**config.mk**
```make
export PLATFORM = sky130hd
export DESIGN_NAME = cache_axi_rd_arbiter_flat
export DESIGN_NICKNAME = d
export VERILOG_FILES = /design/src/rtl/cache_axi_rd_arbiter_if.sv /design/src/rtl/cache_axi_rd_arbiter.sv /design/src/flat_wrapper.sv
export SDC_FILE = /design/constraint.sdc
export NUM_CORES = 1
export LEC_CHECK = 0
export ABC_AREA = 1
export BUFFER_PORTS_ARGS = -buffer_cell sky130_fd_sc_hd__buf_2
export CORE_AREA = 2 2 96 98
export DETAILED_ROUTE_END_ITERATION = 8
export DIE_AREA = 0 0 98 100
export PLACE_DENSITY_LB_ADDON = 0.15
export SYNTH_ARGS = -nofsm -noshare
export SYNTH_HDL_FRONTEND = slang
export SYNTH_SLANG_ARGS = --single-unit
export TNS_END_PERCENT = 20
```
**constraint.sdc**
```tcl
create_clock -name clk -period 2.9 [get_ports clk]
set_input_delay 0.58 -clock clk [delete_from_list [all_inputs] [get_ports clk]]
set_output_delay 0.58 -clock clk [all_outputs]
set_load 0.05 [all_outputs]
```
**src/rtl/cache_axi_rd_arbiter_if.sv**
```systemverilog
// Bundle of cache-side request/return signals and the AXI4 AR/R channel for the refill read arbiter.
// The arbiter uses the master modport; caches plus the AXI bridge sit on the slave side.
interface cache_axi_rd_arbiter_if #(
    parameter int unsigned ADDR_W = 32,
    parameter int unsigned DATA_W = 32
);
    logic              i_rd_req;
    logic [ADDR_W-1:0] i_rd_addr;
    logic [7:0]        i_rd_len;
    logic              i_rd_rdy;
    logic              i_ret_valid;
    logic              i_ret_last;
    logic [DATA_W-1:0] i_ret_data;
    logic              i_ret_ready;

    logic              d_rd_req;
    logic [ADDR_W-1:0] d_rd_addr;
    logic [7:0]        d_rd_len;
    logic [2:0]        d_rd_size;
    logic              d_rd_rdy;
    logic              d_ret_valid;
    logic              d_ret_last;
    logic [DATA_W-1:0] d_ret_data;
    logic              d_ret_ready;

    logic [3:0]        arid;
    logic [ADDR_W-1:0] araddr;
    logic [7:0]        arlen;
    logic [2:0]        arsize;
    logic [1:0]        arburst;
    logic              arvalid;
    logic              arready;
    logic [DATA_W-1:0] rdata;
    logic [1:0]        rresp;
    logic              rlast;
    logic              rvalid;
    logic              rready;
    logic              rd_err;

    modport master (
        input  i_rd_req, i_rd_addr, i_rd_len, i_ret_ready,
        input  d_rd_req, d_rd_addr, d_rd_len, d_rd_size, d_ret_ready,
        input  arready, rdata, rresp, rlast, rvalid,
        output i_rd_rdy, i_ret_valid, i_ret_last, i_ret_data,
        output d_rd_rdy, d_ret_valid, d_ret_last, d_ret_data,
        output arid, araddr, arlen, arsize, arburst, arvalid, rready, rd_err
    );

    modport slave (
        output i_rd_req, i_rd_addr, i_rd_len, i_ret_ready,
        output d_rd_req, d_rd_addr, d_rd_len, d_rd_size, d_ret_ready,
        output arready, rdata, rresp, rlast, rvalid,
        input  i_rd_rdy, i_ret_valid, i_ret_last, i_ret_data,
        input  d_rd_rdy, d_ret_valid, d_ret_last, d_ret_data,
        input  arid, araddr, arlen, arsize, arburst, arvalid, rready, rd_err
    );
endinterface

```
**src/rtl/cache_axi_rd_arbiter.sv**
```systemverilog
// Shares one single-outstanding AXI4 read channel between I-cache and D-cache refill engines:
// arbitrates requests, issues AR, steers R beats to the winner and flags protocol/response errors.
module cache_axi_rd_arbiter #(
    parameter int unsigned ADDR_W = 32,
    parameter int unsigned DATA_W = 32,
    parameter bit          RR_EN  = 1'b1,
    parameter logic [3:0]  I_ID   = 4'd0,
    parameter logic [3:0]  D_ID   = 4'd1
) (
    input logic                   clk,
    input logic                   rst,
    cache_axi_rd_arbiter_if.master bus
);
    typedef enum logic [1:0] {StIdle, StAr, StR} state_e;

    state_e            r_state;
    state_e            w_state_nxt;
    logic              r_grant_d;
    logic              r_last_d;
    logic [ADDR_W-1:0] r_addr;
    logic [7:0]        r_len;
    logic [2:0]        r_size;
    logic [7:0]        r_beat_cnt;
    logic              r_err;

    logic              w_any_req;
    logic              w_pick_d;
    logic              w_sel_ready;
    logic              w_beat_hs;
    logic              w_beat_err;
    logic [DATA_W-1:0] w_rdata;

    assign w_any_req   = bus.i_rd_req || bus.d_rd_req;
    assign w_sel_ready = r_grant_d ? bus.d_ret_ready : bus.i_ret_ready;
    assign w_beat_hs   = (r_state == StR) && bus.rvalid && w_sel_ready;
    assign w_beat_err  = w_beat_hs && ((bus.rresp != 2'b00) ||
                                       (bus.rlast && (r_beat_cnt != r_len)) ||
                                       (!bus.rlast && (r_beat_cnt == r_len)));

    // last_grant resets to I, so D takes the first tie under round-robin
    always_comb begin
        if (bus.i_rd_req && bus.d_rd_req) begin
            w_pick_d = RR_EN ? ~r_last_d : 1'b1;
        end else begin
            w_pick_d = bus.d_rd_req;
        end
    end

    always_ff @(posedge clk or posedge rst) begin
        if (rst) begin
            r_state <= StIdle;
        end else begin
            r_state <= w_state_nxt;
        end
    end

    always_comb begin
        w_state_nxt = r_state;
        unique case (r_state)
            StIdle:  if (w_any_req) w_state_nxt = StAr;
            StAr:    if (bus.arready) w_state_nxt = StR;
            StR:     if (w_beat_hs && bus.rlast) w_state_nxt = StIdle;
            default: w_state_nxt = StIdle;
        endcase
    end

    always_ff @(posedge clk or posedge rst) begin
        if (rst) begin
            r_grant_d  <= 1'b0;
            r_last_d   <= 1'b0;
            r_addr     <= '0;
            r_len      <= '0;
            r_size     <= '0;
            r_beat_cnt <= '0;
            r_err      <= 1'b0;
        end else begin
            if ((r_state == StIdle) && w_any_req) begin
                r_grant_d <= w_pick_d;
                r_addr    <= w_pick_d ? bus.d_rd_addr : bus.i_rd_addr;
                r_len     <= w_pick_d ? bus.d_rd_len : bus.i_rd_len;
                r_size    <= w_pick_d ? bus.d_rd_size : 3'd2;
            end
            if ((r_state == StAr) && bus.arready) begin
                r_beat_cnt <= '0;
            end else if (w_beat_hs) begin
                r_beat_cnt <= r_beat_cnt + 8'd1;
            end
            if (w_beat_hs && bus.rlast) begin
                r_last_d <= r_grant_d;
            end
            if (w_beat_err) begin
                r_err <= 1'b1;
            end
        end
    end

    assign w_rdata     = bus.rdata;
    assign bus.i_ret_data = w_rdata;
    assign bus.d_ret_data = w_rdata;
    assign bus.arid    = r_grant_d ? D_ID : I_ID;
    assign bus.araddr  = r_addr;
    assign bus.arlen   = r_len;
    assign bus.arsize  = r_size;
    assign bus.arburst = 2'b01;
    assign bus.rd_err  = r_err;

    always_comb begin
        bus.arvalid     = (r_state == StAr);
        bus.rready      = 1'b0;
        bus.i_rd_rdy    = 1'b0;
        bus.d_rd_rdy    = 1'b0;
        bus.i_ret_valid = 1'b0;
        bus.i_ret_last  = 1'b0;
        bus.d_ret_valid = 1'b0;
        bus.d_ret_last  = 1'b0;
        if ((r_state == StAr) && bus.arready) begin
            bus.i_rd_rdy = ~r_grant_d;
            bus.d_rd_rdy = r_grant_d;
        end
        if (r_state == StR) begin
            bus.rready = w_sel_ready;
            if (r_grant_d) begin
                bus.d_ret_valid = bus.rvalid;
                bus.d_ret_last  = bus.rlast;
            end else begin
                bus.i_ret_valid = bus.rvalid;
                bus.i_ret_last  = bus.rlast;
            end
        end
    end
endmodule
```
**src/flat_wrapper.sv**
```systemverilog
// flat-port wrapper written by rule: the top's interface ports become plain ports
module cache_axi_rd_arbiter_flat 
#(
    parameter int unsigned ADDR_W = 32,
    parameter int unsigned DATA_W = 32,
    parameter bit          RR_EN  = 1'b1,
    parameter logic [3:0]  I_ID   = 4'd0,
    parameter logic [3:0]  D_ID   = 4'd1
)
  (clk, rst, bus_i_rd_req, bus_i_rd_addr, bus_i_rd_len, bus_i_ret_ready, bus_d_rd_req, bus_d_rd_addr, bus_d_rd_len, bus_d_rd_size, bus_d_ret_ready, bus_arready, bus_rdata, bus_rresp, bus_rlast, bus_rvalid, bus_i_rd_rdy, bus_i_ret_valid, bus_i_ret_last, bus_i_ret_data, bus_d_rd_rdy, bus_d_ret_valid, bus_d_ret_last, bus_d_ret_data, bus_arid, bus_araddr, bus_arlen, bus_arsize, bus_arburst, bus_arvalid, bus_rready, bus_rd_err);
  cache_axi_rd_arbiter_if #(.ADDR_W(ADDR_W), .DATA_W(DATA_W)) bus_i ();
  input logic clk;
  input logic rst;
  input wire logic [$bits(bus_i.i_rd_req)-1:0] bus_i_rd_req;
  input wire logic [$bits(bus_i.i_rd_addr)-1:0] bus_i_rd_addr;
  input wire logic [$bits(bus_i.i_rd_len)-1:0] bus_i_rd_len;
  input wire logic [$bits(bus_i.i_ret_ready)-1:0] bus_i_ret_ready;
  input wire logic [$bits(bus_i.d_rd_req)-1:0] bus_d_rd_req;
  input wire logic [$bits(bus_i.d_rd_addr)-1:0] bus_d_rd_addr;
  input wire logic [$bits(bus_i.d_rd_len)-1:0] bus_d_rd_len;
  input wire logic [$bits(bus_i.d_rd_size)-1:0] bus_d_rd_size;
  input wire logic [$bits(bus_i.d_ret_ready)-1:0] bus_d_ret_ready;
  input wire logic [$bits(bus_i.arready)-1:0] bus_arready;
  input wire logic [$bits(bus_i.rdata)-1:0] bus_rdata;
  input wire logic [$bits(bus_i.rresp)-1:0] bus_rresp;
  input wire logic [$bits(bus_i.rlast)-1:0] bus_rlast;
  input wire logic [$bits(bus_i.rvalid)-1:0] bus_rvalid;
  output wire logic [$bits(bus_i.i_rd_rdy)-1:0] bus_i_rd_rdy;
  output wire logic [$bits(bus_i.i_ret_valid)-1:0] bus_i_ret_valid;
  output wire logic [$bits(bus_i.i_ret_last)-1:0] bus_i_ret_last;
  output wire logic [$bits(bus_i.i_ret_data)-1:0] bus_i_ret_data;
  output wire logic [$bits(bus_i.d_rd_rdy)-1:0] bus_d_rd_rdy;
  output wire logic [$bits(bus_i.d_ret_valid)-1:0] bus_d_ret_valid;
  output wire logic [$bits(bus_i.d_ret_last)-1:0] bus_d_ret_last;
  output wire logic [$bits(bus_i.d_ret_data)-1:0] bus_d_ret_data;
  output wire logic [$bits(bus_i.arid)-1:0] bus_arid;
  output wire logic [$bits(bus_i.araddr)-1:0] bus_araddr;
  output wire logic [$bits(bus_i.arlen)-1:0] bus_arlen;
  output wire logic [$bits(bus_i.arsize)-1:0] bus_arsize;
  output wire logic [$bits(bus_i.arburst)-1:0] bus_arburst;
  output wire logic [$bits(bus_i.arvalid)-1:0] bus_arvalid;
  output wire logic [$bits(bus_i.rready)-1:0] bus_rready;
  output wire logic [$bits(bus_i.rd_err)-1:0] bus_rd_err;
  assign bus_i.i_rd_req = bus_i_rd_req;
  assign bus_i.i_rd_addr = bus_i_rd_addr;
  assign bus_i.i_rd_len = bus_i_rd_len;
  assign bus_i.i_ret_ready = bus_i_ret_ready;
  assign bus_i.d_rd_req = bus_d_rd_req;
  assign bus_i.d_rd_addr = bus_d_rd_addr;
  assign bus_i.d_rd_len = bus_d_rd_len;
  assign bus_i.d_rd_size = bus_d_rd_size;
  assign bus_i.d_ret_ready = bus_d_ret_ready;
  assign bus_i.arready = bus_arready;
  assign bus_i.rdata = bus_rdata;
  assign bus_i.rresp = bus_rresp;
  assign bus_i.rlast = bus_rlast;
  assign bus_i.rvalid = bus_rvalid;
  assign bus_i_rd_rdy = bus_i.i_rd_rdy;
  assign bus_i_ret_valid = bus_i.i_ret_valid;
  assign bus_i_ret_last = bus_i.i_ret_last;
  assign bus_i_ret_data = bus_i.i_ret_data;
  assign bus_d_rd_rdy = bus_i.d_rd_rdy;
  assign bus_d_ret_valid = bus_i.d_ret_valid;
  assign bus_d_ret_last = bus_i.d_ret_last;
  assign bus_d_ret_data = bus_i.d_ret_data;
  assign bus_arid = bus_i.arid;
  assign bus_araddr = bus_i.araddr;
  assign bus_arlen = bus_i.arlen;
  assign bus_arsize = bus_i.arsize;
  assign bus_arburst = bus_i.arburst;
  assign bus_arvalid = bus_i.arvalid;
  assign bus_rready = bus_i.rready;
  assign bus_rd_err = bus_i.rd_err;
  cache_axi_rd_arbiter #(.ADDR_W(ADDR_W), .DATA_W(DATA_W), .RR_EN(RR_EN), .I_ID(I_ID), .D_ID(D_ID)) u_core (.clk(clk), .rst(rst), .bus(bus_i));
endmodule
```
# Yosys cells after proc, flatten, opt, wreduce, memory -nomap -nowiden
# Index checks and enable logic that the tools add are counted.
# Widths: inputs -> output; s select.
dict set report word_totals {
  ff_bits 56
  in_bits 126
  elab_cells 58
}
dict set report op_classes {
  add_sub_neg 1
  eq_ne 7
  muxes 23
  n_bitwise 2
  n_reduce_logical 17
}
# operator count
set ops {}
lappend ops {{$mux 32} 1}
lappend ops {{$mux 8} 3}
lappend ops {{$mux 1} 14}
lappend ops {{$logic_and 1x1->1} 9}
lappend ops {{$add 8x1->8 const B} 1}
lappend ops {{$eq 8x8->1} 1}
lappend ops {{$ne 8x8->1} 1}
lappend ops {{$mux 2} 3}
lappend ops {{$pmux 2 s3} 1}
lappend ops {{$ne 2x2->1 const B} 2}
lappend ops {{$reduce_bool 2->1} 2}
lappend ops {{$logic_or 1x1->1} 3}
lappend ops {{$mux 3} 1}
lappend ops {{$reduce_and 3->1} 1}
lappend ops {{$eq 2x1->1 const B} 1}
lappend ops {{$eq 2x2->1 const B} 1}
lappend ops {{$logic_not 2->1} 1}
lappend ops {{$ne 2x1->1 const B} 1}
lappend ops {{$not 1->1} 2}
lappend ops {{$logic_not 1->1} 1}

# Longest topological paths before layout
# Gate-level depths: netlist of the first run.
dict set report depth {
  word_depth 6
  mapped_depth 10
}

# Least setup slack after synthesis of the first run
# No wires, ideal clock.
dict set report synth_timing {
  path_type {reg2out}
  from {reg u_core.r_state[1]}
  to {out bus_d_rd_rdy}
  t_arrival_ps 1891
  required_ps 2320
  path_slack_ps 429
  path_stages_with_launch 5
  path_cell_list {dfrtp_1 > nor2_2 > nand2_2 > buf_6 > nor2_1}
}
dict set report synth_via {
  elab_chain_len 3
}
# element line_no
set synth_lines {}
lappend synth_lines {{start: declaration} cache_axi_rd_arbiter.sv:16} ;# state_e r_state;
lappend synth_lines {{start signal: assignment} cache_axi_rd_arbiter.sv:51} ;# r_state <= StIdle;
lappend synth_lines {{start signal: assignment} cache_axi_rd_arbiter.sv:53} ;# r_state <= w_state_nxt;
lappend synth_lines {{$eq 2x1->1} n/a}
lappend synth_lines {{net bus_arvalid} flat_wrapper.sv:41} ;# output wire logic [$bits(bus_i.arvalid)-1:0] bus_arvalid;
lappend synth_lines {{$logic_and 1x1->1} cache_axi_rd_arbiter.sv:116} ;# if ((r_state == StAr) && bus.arready) begin
lappend synth_lines {{$mux 1} cache_axi_rd_arbiter.sv:116}
lappend synth_lines {{end: declaration} flat_wrapper.sv:32} ;# output wire logic [$bits(bus_i.d_rd_rdy)-1:0] bus_d_rd_rdy;
# The timed path passes the listed nets, and every way through them passes these cells.

# Final worst setup path of the first run
dict set report layout_timing {
  from {reg u_core.r_state[1]}
  to {out bus_i_rd_rdy}
}
dict set report layout_via {
  elab_chain_len 3
}
# element line_no
set layout_lines {}
lappend layout_lines {{$eq 2x1->1} cache_axi_rd_arbiter.sv:116}
lappend layout_lines {{$logic_and 1x1->1} cache_axi_rd_arbiter.sv:116}
lappend layout_lines {{$mux 1} cache_axi_rd_arbiter.sv:116}
lappend layout_lines {{end: declaration} flat_wrapper.sv:28} ;# output wire logic [$bits(bus_i.i_rd_rdy)-1:0] bus_i_rd_rdy;
# Every way passes these cells.

==> flow_metrics.py, run 1 <==
metrics = {
    "outcome": {
        "run_status": "completed",
    },
    "clocking": {
        "cts.sinks": 56,
        "h-tree-depth": 2,
        "insertion_delay_ps": 320,
        "clk_pin_slew_ps": 110,
        "cts_buffers": 5,
        "cts_setup_buffers": 0,
        "cts.path.max_buffers": 2,
        "hold_buffers": 0,
        "cts_root_buf": "clkbuf_8",
        "postCtsResizedCells": 0,
        "cts_tree": "built",
    },
    "sta": {
        "tns_ps": 0,
        "rsz0062_at_grt": "no",
        "setup_viol": 0,
        "worst_pin_slew_ps": 729,
        "skew_ps": 16.1,
        "max_clock_freq_ghz": 0.475,
        "min_period_over_period_pct": 72.6,
        "hold_violations": 0,
        "period_minus_slack_ps": 2100,
        "slew_viol_final": 0,
        "whs_ps": 440,
        "maxSlewHeadroom_pct": 51.4,
        "worst_slack_ps": 795,
    },
    "critical_path": {
        "worstSetupPathType": "reg2out",
        "crit_chain": "nor2_2 -> nand2_2 -> nor2_1 -> buf_2",
        "max_stage_delay_ps": 460,
        "crit_buf_inv": 1,
        "r2r_cells": 5,
        "critical_path_arrival_ps": 1520,
        "cp.depth": 4,
        "worstSetupEndpoint": "bus_i_rd_rdy",
        "r2r_slack_ps": 1210,
        "setup.worst_path.start_class": "flop",
        "crit_path_max_fanout": 11,
        "end_kind": "primary output",
        "crit_family": "simple AND/OR/NAND/NOR gates",
        "startpoint": "u_core.r_state[1]",
        "r2r-start": "u_core.r_state[1]",
        "slowest_stage": "dfrtp_1",
        "crit_required_ps": 2320,
        "r2r_end": "u_core.bus.araddr[19]",
    },
    "synth": {
        "yosysUniqueCellTypes": 32,
        "synth-edff-count": 0,
        "synthArstFlopShare_pct": 100,
        "ys_warn_count": 0,
        "syn_inst": 417,
        "avgSynthCellArea_um2": 8.06,
        "synth_area_um2": 3360,
        "synthFlopType": "dfrtp_1",
        "ys_ff_latch": 56,
        "ys_seq_area_share_pct": 41.7,
    },
    "layout": {
        "diodes": 0,
        "layout_commonest_cell": "buf_2",
        "mostFrequentLayoutCells": "buf_2, nand2_1, dfrtp_1, o21ai_0, nor2_1",
        "final_nets": 617,
        "final_cells": 602,
        "syn_to_final_growth_pct": 11.1,
        "drive_gt1_share_pct": 35.6,
        "fill_cells": 949,
    },
    "floorplanning": {
        "core_area_um2": 8890,
        "die_h_um": 100,
        "die_area_um2": 9800,
        "rows": 35,
        "die_x_um": 98,
        "pin_count": 248,
        "initial_utilization_pct": 37.8,
    },
    "placement": {
        "dp_slack_ps": 930,
        "port-buffer-count": 146,
        "place_inst": 594,
        "globalplace.congestion": 0.785,
        "dp.final_hpwl_um": 6480,
    },
    "global_route": {
        "grt-ovfl-total": 0,
        "grt_util_met3_pct": 4.53,
        "grt_pass1_wl_um": 14200,
        "met2_usage_pct": 29.3,
        "grt_max_degree": 57,
        "grt-busiest-layer": "met2",
        "first_global_vias": 2835,
        "antenna_found_initial": 0,
        "grt_usage_pct": 18.0,
        "gr-usage-met1_pct": 23.8,
    },
    "pwr": {
        "power.density_nw_per_um2": 1200,
        "ir_worst_vdd_v": 0.000612,
        "p_leak_nw": 1.92,
    },
    "route": {
        "drc": 0,
        "routedWlPerCell_um": 14.9,
        "vias_per_cell": 4.79,
        "finalWirelength_um": 8990,
        "dr.pass1.iters": 4,
        "drt-initial-drc-count": 89,
        "postRouteAntennaNets": 0,
        "vias": 2885,
    },
    "run": {
        "cap_violations": 0,
    },
    "worst_hold_path": {
        "hold_class": "in2async",
    },
}
==> worst min-delay path by stage <==
| stage | slack, ps | cells after the start | to |
|---|---|---|---|
| after global placement | 450 | 2 | u_core.bus.rd_err |
| after global routing | 470 | 2 | u_core.r_state[0] |
| after detailed placement | 450 | 2 | u_core.bus.rd_err |
| after CTS | 460 | 2 | u_core.r_state[0] |
| final | 440 | 3 | u_core.bus.arlen[0] |
| after floorplan | 490 | 2 | u_core.r_last_d |
==> kinds of logic (layout without fill, tap and decap cells) <==
group           count (synthesis)  after routing  synth area share (%)
flops                          56             56                  41.7
buf+inv                       110            181                  21.6
other cells                     2              5                 0.224
compound gates                 98             98                  15.6
simple gates                  143            143                  18.7
xor+xnor                        7              7                  1.82
fa+ha+maj                       1              1                 0.372
==> flip-flops by register name, summed over array words and instances (netlist names) <==
| name | count |
|---|---|
| u_core.r_grant_d | 1 |
| u_core.r_state | 2 |
| u_core.bus.arsize | 3 |
| u_core.bus.arlen | 8 |
| u_core.r_last_d | 1 |
| u_core.bus.rd_err | 1 |
| u_core.r_beat_cnt | 8 |
| u_core.bus.araddr | 32 |
==> report_power, final <==
group          switching [W]  internal [W]  leakage (nW)  total [W]
Clock               0.000278      0.000173        0.0414   0.000451
Sequential          0.000262       0.00113         0.691    0.00139
Combinational        0.00200      0.000634          1.19    0.00263
Total                0.00254       0.00194          1.92    0.00448
==> per-layer routing <==
metal	up-vias	wire (um)	share of wire, %
met3	13	732	8.1
met5	-	0	0
met1	1311	4050	45
met2	144	4060	45
li1	1417	-	-
met4	0	143	1.6
==> synth_stat cells, types with 3 or more instances <==
cell type	count	share of area [%]
dfrtp_1	56	42
nand2_1	66	7.4
nor3_1	5	0.74
buf_2	4	0.60
o21ai_0	51	7.6
xor2_1	3	0.78
o22ai_1	4	0.74
buf_6	4	1.3
o21ai_1	33	4.9
clkbuf_1	6	0.67
buf_4	73	16
nand2_4	3	1.0
nor2_1	50	5.6
inv_1	20	2.2
nand3_1	9	1.3
xnor2_1	4	1.0
==> stage by stage <==
stage / utilization, % / power (W) / cell area (um^2)
final: 42.0 / 0.00448 / 3730
after detailed placement: 41.0 / 0.00407 / 3640
after global routing: 42.0 / 0.00477 / 3730
after global placement: 41.0 / 0.00405 / 3640
after floorplan: - / 0.00368 / 3370
after CTS: 42.0 / 0.00452 / 3730
==> layout make-up <==
type	instances	area [um^2]	area share [%]
clock inverters	2	16.3	0.436
clock buffers	6	72.6	1.95
inverters	23	88.8	2.38
well taps	111	139	3.72
flip-flops and latches	56	1400	37.6
multi-input cells	254	1250	33.6
repair buffers	150	761	20.4
==> worst min-delay path: stages <==
cell and delay [ps]:
buf_2 100, inv_2 30, buf_4 560
No activity file was read; power rests on OpenSTA's default activity.
==> inputs of run 2 (changes only) <==
--- a/config.mk
+++ b/config.mk
@@ -5,7 +5,7 @@
 export SDC_FILE = /design/constraint.sdc
 export NUM_CORES = 1
 export LEC_CHECK = 0
-export ABC_AREA = 1
+export ABC_AREA = 0
 export BUFFER_PORTS_ARGS = -buffer_cell sky130_fd_sc_hd__buf_2
 export CORE_AREA = 2 2 96 98
 export DETAILED_ROUTE_END_ITERATION = 8
==> constraint.sdc (replaced) <==
create_clock -name clk -period 2.09 [get_ports clk]
set_input_delay 0.418 -clock clk [delete_from_list [all_inputs] [get_ports clk]]
set_output_delay 0.418 -clock clk [all_outputs]
set_load 0.05 [all_outputs]
==> run 2 against run 1 <==
  * Clock skew fell by 8.5 ps
  * Largest power group unchanged
  * Largest cell class unchanged
  * Final cell count decreased by 12%
  * Global-route usage is 3.8 points lower
  * Synthesized cell count down 18%
  * Synthesized area shrank 2.5%
  * Critical endpoint unchanged
==> flow_metrics.py, run 2 <==
metrics = {
    "critical_path": {
        "max_stage_delay_ps": 420,
        "crit_required_ps": 1670,
        "worstSetupPathType": "reg2out",
        "startpoint": "u_core.r_state[0]",
        "r2r-start": "u_core.r_state[0]",
        "slowest_stage": "dfrtp_1",
        "end_kind": "primary output",
        "crit_path_max_fanout": 10,
        "crit_chain": "nor2b_4 -> and2_2 -> and2b_2 -> clkbuf_4",
        "critical_path_arrival_ps": 1540,
        "setup.worst_path.start_class": "flop",
    },
    "synth": {
        "synth.top_cells.by_count": "buf_4, dfrtp_1, nand2_1, mux2i_1, o21ai_0",
        "synth-simple-area-share_pct": 12.2,
        "synth_xor_area_share_pct": 3.74,
        "syn_inst": 340,
        "yosys.area_share.adder_pct": 0.382,
        "ys_ff_latch": 56,
        "synthFlopType": "dfrtp_1",
        "ys_warn_count": 0,
        "synthMostInstantiatedCell": "buf_4",
        "synth_top_area_share_pct": 42.8,
        "synth_top_area_cell": "dfrtp_1",
        "synthMuxAreaShare_pct": 13.3,
        "yosysUniqueCellTypes": 39,
        "synth_top_family_by_area": "buffers and inverters",
        "yosys-top-cells-area": "dfrtp_1, buf_4, mux2i_1",
        "synth-edff-count": 0,
        "avgSynthCellArea_um2": 9.63,
        "ys_seq_area_share_pct": 42.8,
        "synth_area_um2": 3270,
        "synthArstFlopShare_pct": 100,
        "synth_compound_area_share_pct": 8.79,
    },
    "layout": {
        "final_area_um2": 3780,
        "final_nets": 545,
        "syn_to_final_growth_pct": 15.3,
        "drive_gt1_share_pct": 42.0,
        "layout_commonest_cell": "buf_2",
        "fill_cells": 902,
        "diodes": 0,
        "mostFrequentLayoutCells": "buf_2, dfrtp_1, nand2_1, mux2i_1, o21ai_0",
        "largest_reg_flops": 32,
    },
    "floorplanning": {
        "die_x_um": 98,
        "die_h_um": 100,
        "core_area_um2": 8890,
        "die_area_um2": 9800,
        "initial_utilization_pct": 36.8,
        "pin_count": 248,
        "rows": 35,
    },
    "route": {
        "routedWlPerCell_um": 13.1,
        "finalWirelength_um": 6930,
        "postRouteAntennaNets": 0,
        "drt-initial-drc-count": 54,
        "drc": 0,
        "vias_per_cell": 4.55,
        "dr.pass1.iters": 4,
        "vias": 2411,
    },
    "clocking": {
        "insertion_delay_ps": 310,
        "cts_tree": "built",
        "cts.path.max_buffers": 2,
        "cts_setup_buffers": 0,
        "cts_root_buf": "clkbuf_8",
        "cts_buffers": 5,
        "clk_pin_slew_ps": 100,
        "cts.sinks": 56,
        "h-tree-depth": 2,
    },
    "pwr": {
        "p_int_w": 0.00270,
        "ir_worst_vdd_v": 0.000753,
        "pwr-share-comb_pct": 57.9,
        "p_seq_share_pct": 31.7,
        "swShare_pct": 54.0,
        "power.density_nw_per_um2": 1550,
        "clockPowerShare_pct": 10.4,
        "p_leak_nw": 2.03,
        "switchingPower_w": 0.00316,
    },
    "sta": {
        "period_minus_slack_ps": 1960,
        "slew_viol_final": 0,
        "worst_pin_slew_ps": 499,
        "setup_viol": 0,
        "max_clock_freq_ghz": 0.511,
        "hold_violations": 0,
        "min_period_over_period_pct": 93.7,
        "rsz0062_at_grt": "no",
        "skew_ps": 7.59,
        "maxSlewHeadroom_pct": 66.6,
        "tns_ps": 0,
    },
    "worst_hold_path": {
        "hold_class": "in2async",
    },
    "global_route": {
        "grt_pass1_wl_um": 11300,
        "antenna_found_initial": 0,
        "grt_usage_pct": 14.2,
        "grt_max_degree": 57,
        "grt-ovfl-total": 0,
        "first_global_vias": 2376,
    },
    "placement": {
        "port-buffer-count": 146,
        "globalplace.congestion": 0.783,
        "dpl_cell_area_um2": 3680,
        "dp.final_hpwl_um": 5440,
    },
    "outcome": {
        "run_status": "completed",
    },
    "run": {
        "cap_violations": 0,
    },
}
run 2: cell count changes in the layout (fill, tap and decap cells not counted), moves of 7 or more:
cell	delta
xor2_1	+8
o21ai_0	-10
nor2_1	-39
nand2_1	-20
mux2i_1	+41
inv_1	-17
nand3_1	-7
o21ai_1	-33
run 2: timing repair:
action                                  in CTS  in global routing
hold buffers                                 0                  0
endpoints found under the setup margin       1                  1
resized for setup                            1                  1
run 2: power groups by stage:
stage	logic, W	clock network [W]	registers [W]
after floorplan	0.00149	0	0.00326
after global placement	0.00340	0	0.00187
after detailed placement	0.00345	0	0.00188
after CTS	0.00344	0.000646	0.00187
after global routing	0.00365	0.000694	0.00194
final	0.00339	0.000610	0.00186
run 2: worst max-delay path: cells and delay by family (launching register included):
kind | cells | cell delay [ps]
buffers and inverters | 1 | 200
DFF | 1 | 420
and+or+nand+nor | 3 | 620
run 2: metal layers:
layer	vias up	share of wire, %	global-route usage, %	routed length, um
met5	-	0	0	0
met4	0	1.7	4.70	120
met3	23	7.8	4.25	541
met1	1079	42	17.6	2890
li1	1219	-	-	-
met2	90	49	23.8	3380
run 2: logic make-up after synthesis:
kind of cell,after synthesis
simple gates,83
fa+ha+maj,1
flops,56
compound gates,53
mux,43
xor+xnor,14
buf+inv,88
other cells,2
run 2: final cells by class:
class | instances | area [um^2] | area share [%]
repair buffers | 153 | 823 | 21.8
flip-flops and latches | 56 | 1400 | 37.1
multi-input cells | 199 | 1310 | 34.7
well taps | 111 | 139 | 3.68
clock buffers | 6 | 82.6 | 2.19
inverters | 3 | 11.3 | 0.298
clock inverters | 2 | 10.0 | 0.265
run 2: worst paths after layout:
check | end | slack [ps] | cells past startpoint
setup / recovery | bus_i_rd_rdy | 130 | 4
hold / removal | u_core.bus.araddr[4] | 140 | 3
setup reg to reg | u_core.r_beat_cnt[7] | 530 | 4
hold reg to reg | u_core.bus.araddr[7] | 480 | 2
max in group asynchronous | u_core.bus.arlen[3] | 1690 | 3
min in group clk | u_core.bus.arsize[0] | 320 | 2
run 2: per-stage QoR:
step	setup WS [ps]	utilization, %	hold slack, ps	power [W]	instances
final	132	42.5	143	0.00586	530
after global routing	7.64	42.5	180	0.00628	530
after CTS	86.2	42.4	158	0.00595	530
after detailed placement	320	41.4	466	0.00532	522
after global placement	356	41.4	457	0.00527	522
after floorplan	153	-	479	0.00476	343
==> inputs of run 3 (changes only) <==
--- a/config.mk
+++ b/config.mk
@@ -7,9 +7,9 @@
 export LEC_CHECK = 0
 export ABC_AREA = 0
 export BUFFER_PORTS_ARGS = -buffer_cell sky130_fd_sc_hd__buf_2
-export CORE_AREA = 2 2 96 98
+export CORE_AREA = 2 2 95 97
 export DETAILED_ROUTE_END_ITERATION = 8
-export DIE_AREA = 0 0 98 100
+export DIE_AREA = 0 0 97 99
 export PLACE_DENSITY_LB_ADDON = 0.15
 export SYNTH_ARGS = -nofsm -noshare
 export SYNTH_HDL_FRONTEND = slang
==> constraint.sdc (replaced) <==
create_clock -name clk -period 2.3 [get_ports clk]
set_input_delay 0.46 -clock clk [delete_from_list [all_inputs] [get_ports clk]]
set_output_delay 0.46 -clock clk [all_outputs]
set_load 0.05 [all_outputs]
==> run 3 against run 2 <==
  * Global-route usage grew 0.46 points
  * Sequential cell count is the same
  * Utilization grew 1.8 points
  * Critical path depth shrank 1
  * Sequential share of layout area shrank 0.074 points
  * Setup slack gained 95 ps
  * Non-clock buffer count shrank 2
  * Die area shrank 2.0%
  * Combinational power shrank 11%
  * Sequential power shrank 9%
  * Register-to-register slack gained 130 ps
  * Final area grew 0.20%
  * Critical endpoint is now bus_rready
  * Largest power group unchanged
==> flow_metrics.py, run 3 (synthesis gave the netlist of run 2 again) <==
metrics = {
    "run": {
        "cap_violations": 0,
    },
    "sta": {
        "tns_ps": 0,
        "skew_ps": 8.72,
        "period_minus_slack_ps": 2070,
        "hold_violations": 0,
        "slew_viol_final": 0,
        "rsz0062_at_grt": "no",
        "setup_viol": 0,
        "maxSlewHeadroom_pct": 65.2,
        "worst_pin_slew_ps": 519,
        "min_period_over_period_pct": 90.1,
        "max_clock_freq_ghz": 0.482,
    },
    "layout": {
        "fill_cells": 864,
        "final_nets": 543,
        "syn_to_final_growth_pct": 15.6,
        "drive_gt1_share_pct": 41.7,
        "layout_commonest_cell": "buf_2",
        "mostFrequentLayoutCells": "buf_2, dfrtp_1, nand2_1, mux2i_1, o21ai_0",
        "final_area_um2": 3780,
        "diodes": 0,
        "largest_reg_flops": 32,
    },
    "critical_path": {
        "slowest_stage": "dfrtp_1",
        "crit_required_ps": 1840,
        "worstSetupEndpoint": "bus_rready",
        "crit_path_max_fanout": 11,
        "r2r_cells": 4,
        "r2r_end": "u_core.r_last_d",
        "r2r-start": "u_core.r_grant_d",
        "r2r_slack_ps": 660,
        "startpoint": "u_core.r_grant_d",
        "worstSetupPathType": "reg2out",
        "setup.worst_path.start_class": "flop",
        "critical_path_arrival_ps": 1610,
        "end_kind": "primary output",
        "max_stage_delay_ps": 550,
        "crit_chain": "mux2_4 -> and2_2 -> buf_2",
    },
    "floorplanning": {
        "die_h_um": 99,
        "pin_count": 248,
        "rows": 34,
        "die_area_um2": 9600,
        "initial_utilization_pct": 38.3,
        "die_x_um": 97,
        "core_area_um2": 8550,
    },
    "placement": {
        "port-buffer-count": 146,
        "dpl_cell_area_um2": 3660,
        "globalplace.congestion": 0.813,
        "dp.final_hpwl_um": 5470,
    },
    "clocking": {
        "cts_buffers": 5,
        "cts_setup_buffers": 0,
        "cts.path.max_buffers": 2,
        "cts_root_buf": "clkbuf_8",
        "hold_buffers": 0,
        "insertion_delay_ps": 300,
        "h-tree-depth": 2,
        "clk_pin_slew_ps": 100,
        "cts.sinks": 56,
        "cts_tree": "built",
    },
    "global_route": {
        "antenna_found_initial": 0,
        "grt_max_degree": 44,
        "grt-ovfl-total": 0,
        "grt_pass1_wl_um": 11600,
        "first_global_vias": 2385,
        "grt_usage_pct": 14.7,
    },
    "route": {
        "postRouteAntennaNets": 0,
        "dr.pass1.iters": 4,
        "vias": 2401,
        "drc": 0,
        "vias_per_cell": 4.57,
        "drt-initial-drc-count": 46,
        "routedWlPerCell_um": 13.3,
        "finalWirelength_um": 6970,
    },
    "pwr": {
        "p_leak_nw": 2.03,
        "ir_worst_vdd_v": 0.000562,
        "power.density_nw_per_um2": 1430,
    },
    "outcome": {
        "run_status": "completed",
    },
    "worst_hold_path": {
        "hold_class": "in2async",
    },
}
[run 3: power by group]
part	switching, W	internal (W)	total, W	leakage, nW
combinational	0.00226	0.000780	0.00303	1.26
sequential	0.000285	0.00140	0.00169	0.703
clock	0.000311	0.000385	0.000696	0.0645
total	0.00285	0.00257	0.00542	2.03
[run 3: worst max-delay path: cells and delay by family, from the launching register on]
kind                   cells  cell delay, ps
buffers and inverters      1             210
flip-flops                 1             550
multiplexers               1             370
AND/OR/NAND/NOR            1             180
[run 3: stage by stage]
| stage | utilization, % | hold slack [ps] | power, W | cells | worst slack (ps) |
|---|---|---|---|---|---|
| 5_1_grt | 44.2 | 196 | 0.00581 | 525 | 66.2 |
| 3_3_place_gp | 42.8 | 457 | 0.00475 | 517 | 503 |
| 3_5_place_dp | 42.8 | 467 | 0.00479 | 517 | 456 |
| 6_report | 44.2 | 163 | 0.00542 | 525 | 227 |
| 4_1_cts | 44.2 | 181 | 0.00550 | 525 | 96.6 |
| 2_1_floorplan | - | 479 | 0.00431 | 343 | 139 |
[run 3: timing repair]
| action | 4_1_cts | 5_1_grt |
|---|---|---|
| endpoints found under the setup margin | 0 | 1 |
| gates resized for setup | 0 | 1 |
| endpoints found under the hold margin | 0 | 0 |
[run 3: area by class of cell]
cell class	instances	area, um^2	share of cell area [%]
tap	108	135	3.57
sequential	56	1400	37.0
inverter	3	11.3	0.298
clock inverter	1	30.0	0.794
clock buffer	7	96.3	2.55
timing repair buffer	151	806	21.3
multi-input combinational	199	1300	34.5
[run 3: metal layers]
| layer | part of all wire [%] | global-route usage (%) | vias up |
|---|---|---|---|
| li1 | - | - | 1213 |
| met1 | 45 | 19.4 | 1065 |
| met2 | 45 | 23.2 | 103 |
| met3 | 8.5 | 4.47 | 20 |
| met4 | 1.5 | 4.55 | 0 |
| met5 | 0 | 0 | - |
[run 3: worst min-delay path by stage]
stage,start,slack (ps),to,cells after the start
3_3_place_gp,u_core.bus.araddr[6],460,u_core.bus.araddr[6],2
6_report,rst,160,u_core.bus.araddr[9],2
2_1_floorplan,u_core.r_last_d,480,u_core.r_last_d,1
3_5_place_dp,u_core.bus.araddr[24],470,u_core.bus.araddr[24],2
5_1_grt,rst,200,u_core.bus.araddr[23],2
4_1_cts,rst,180,u_core.bus.araddr[9],2
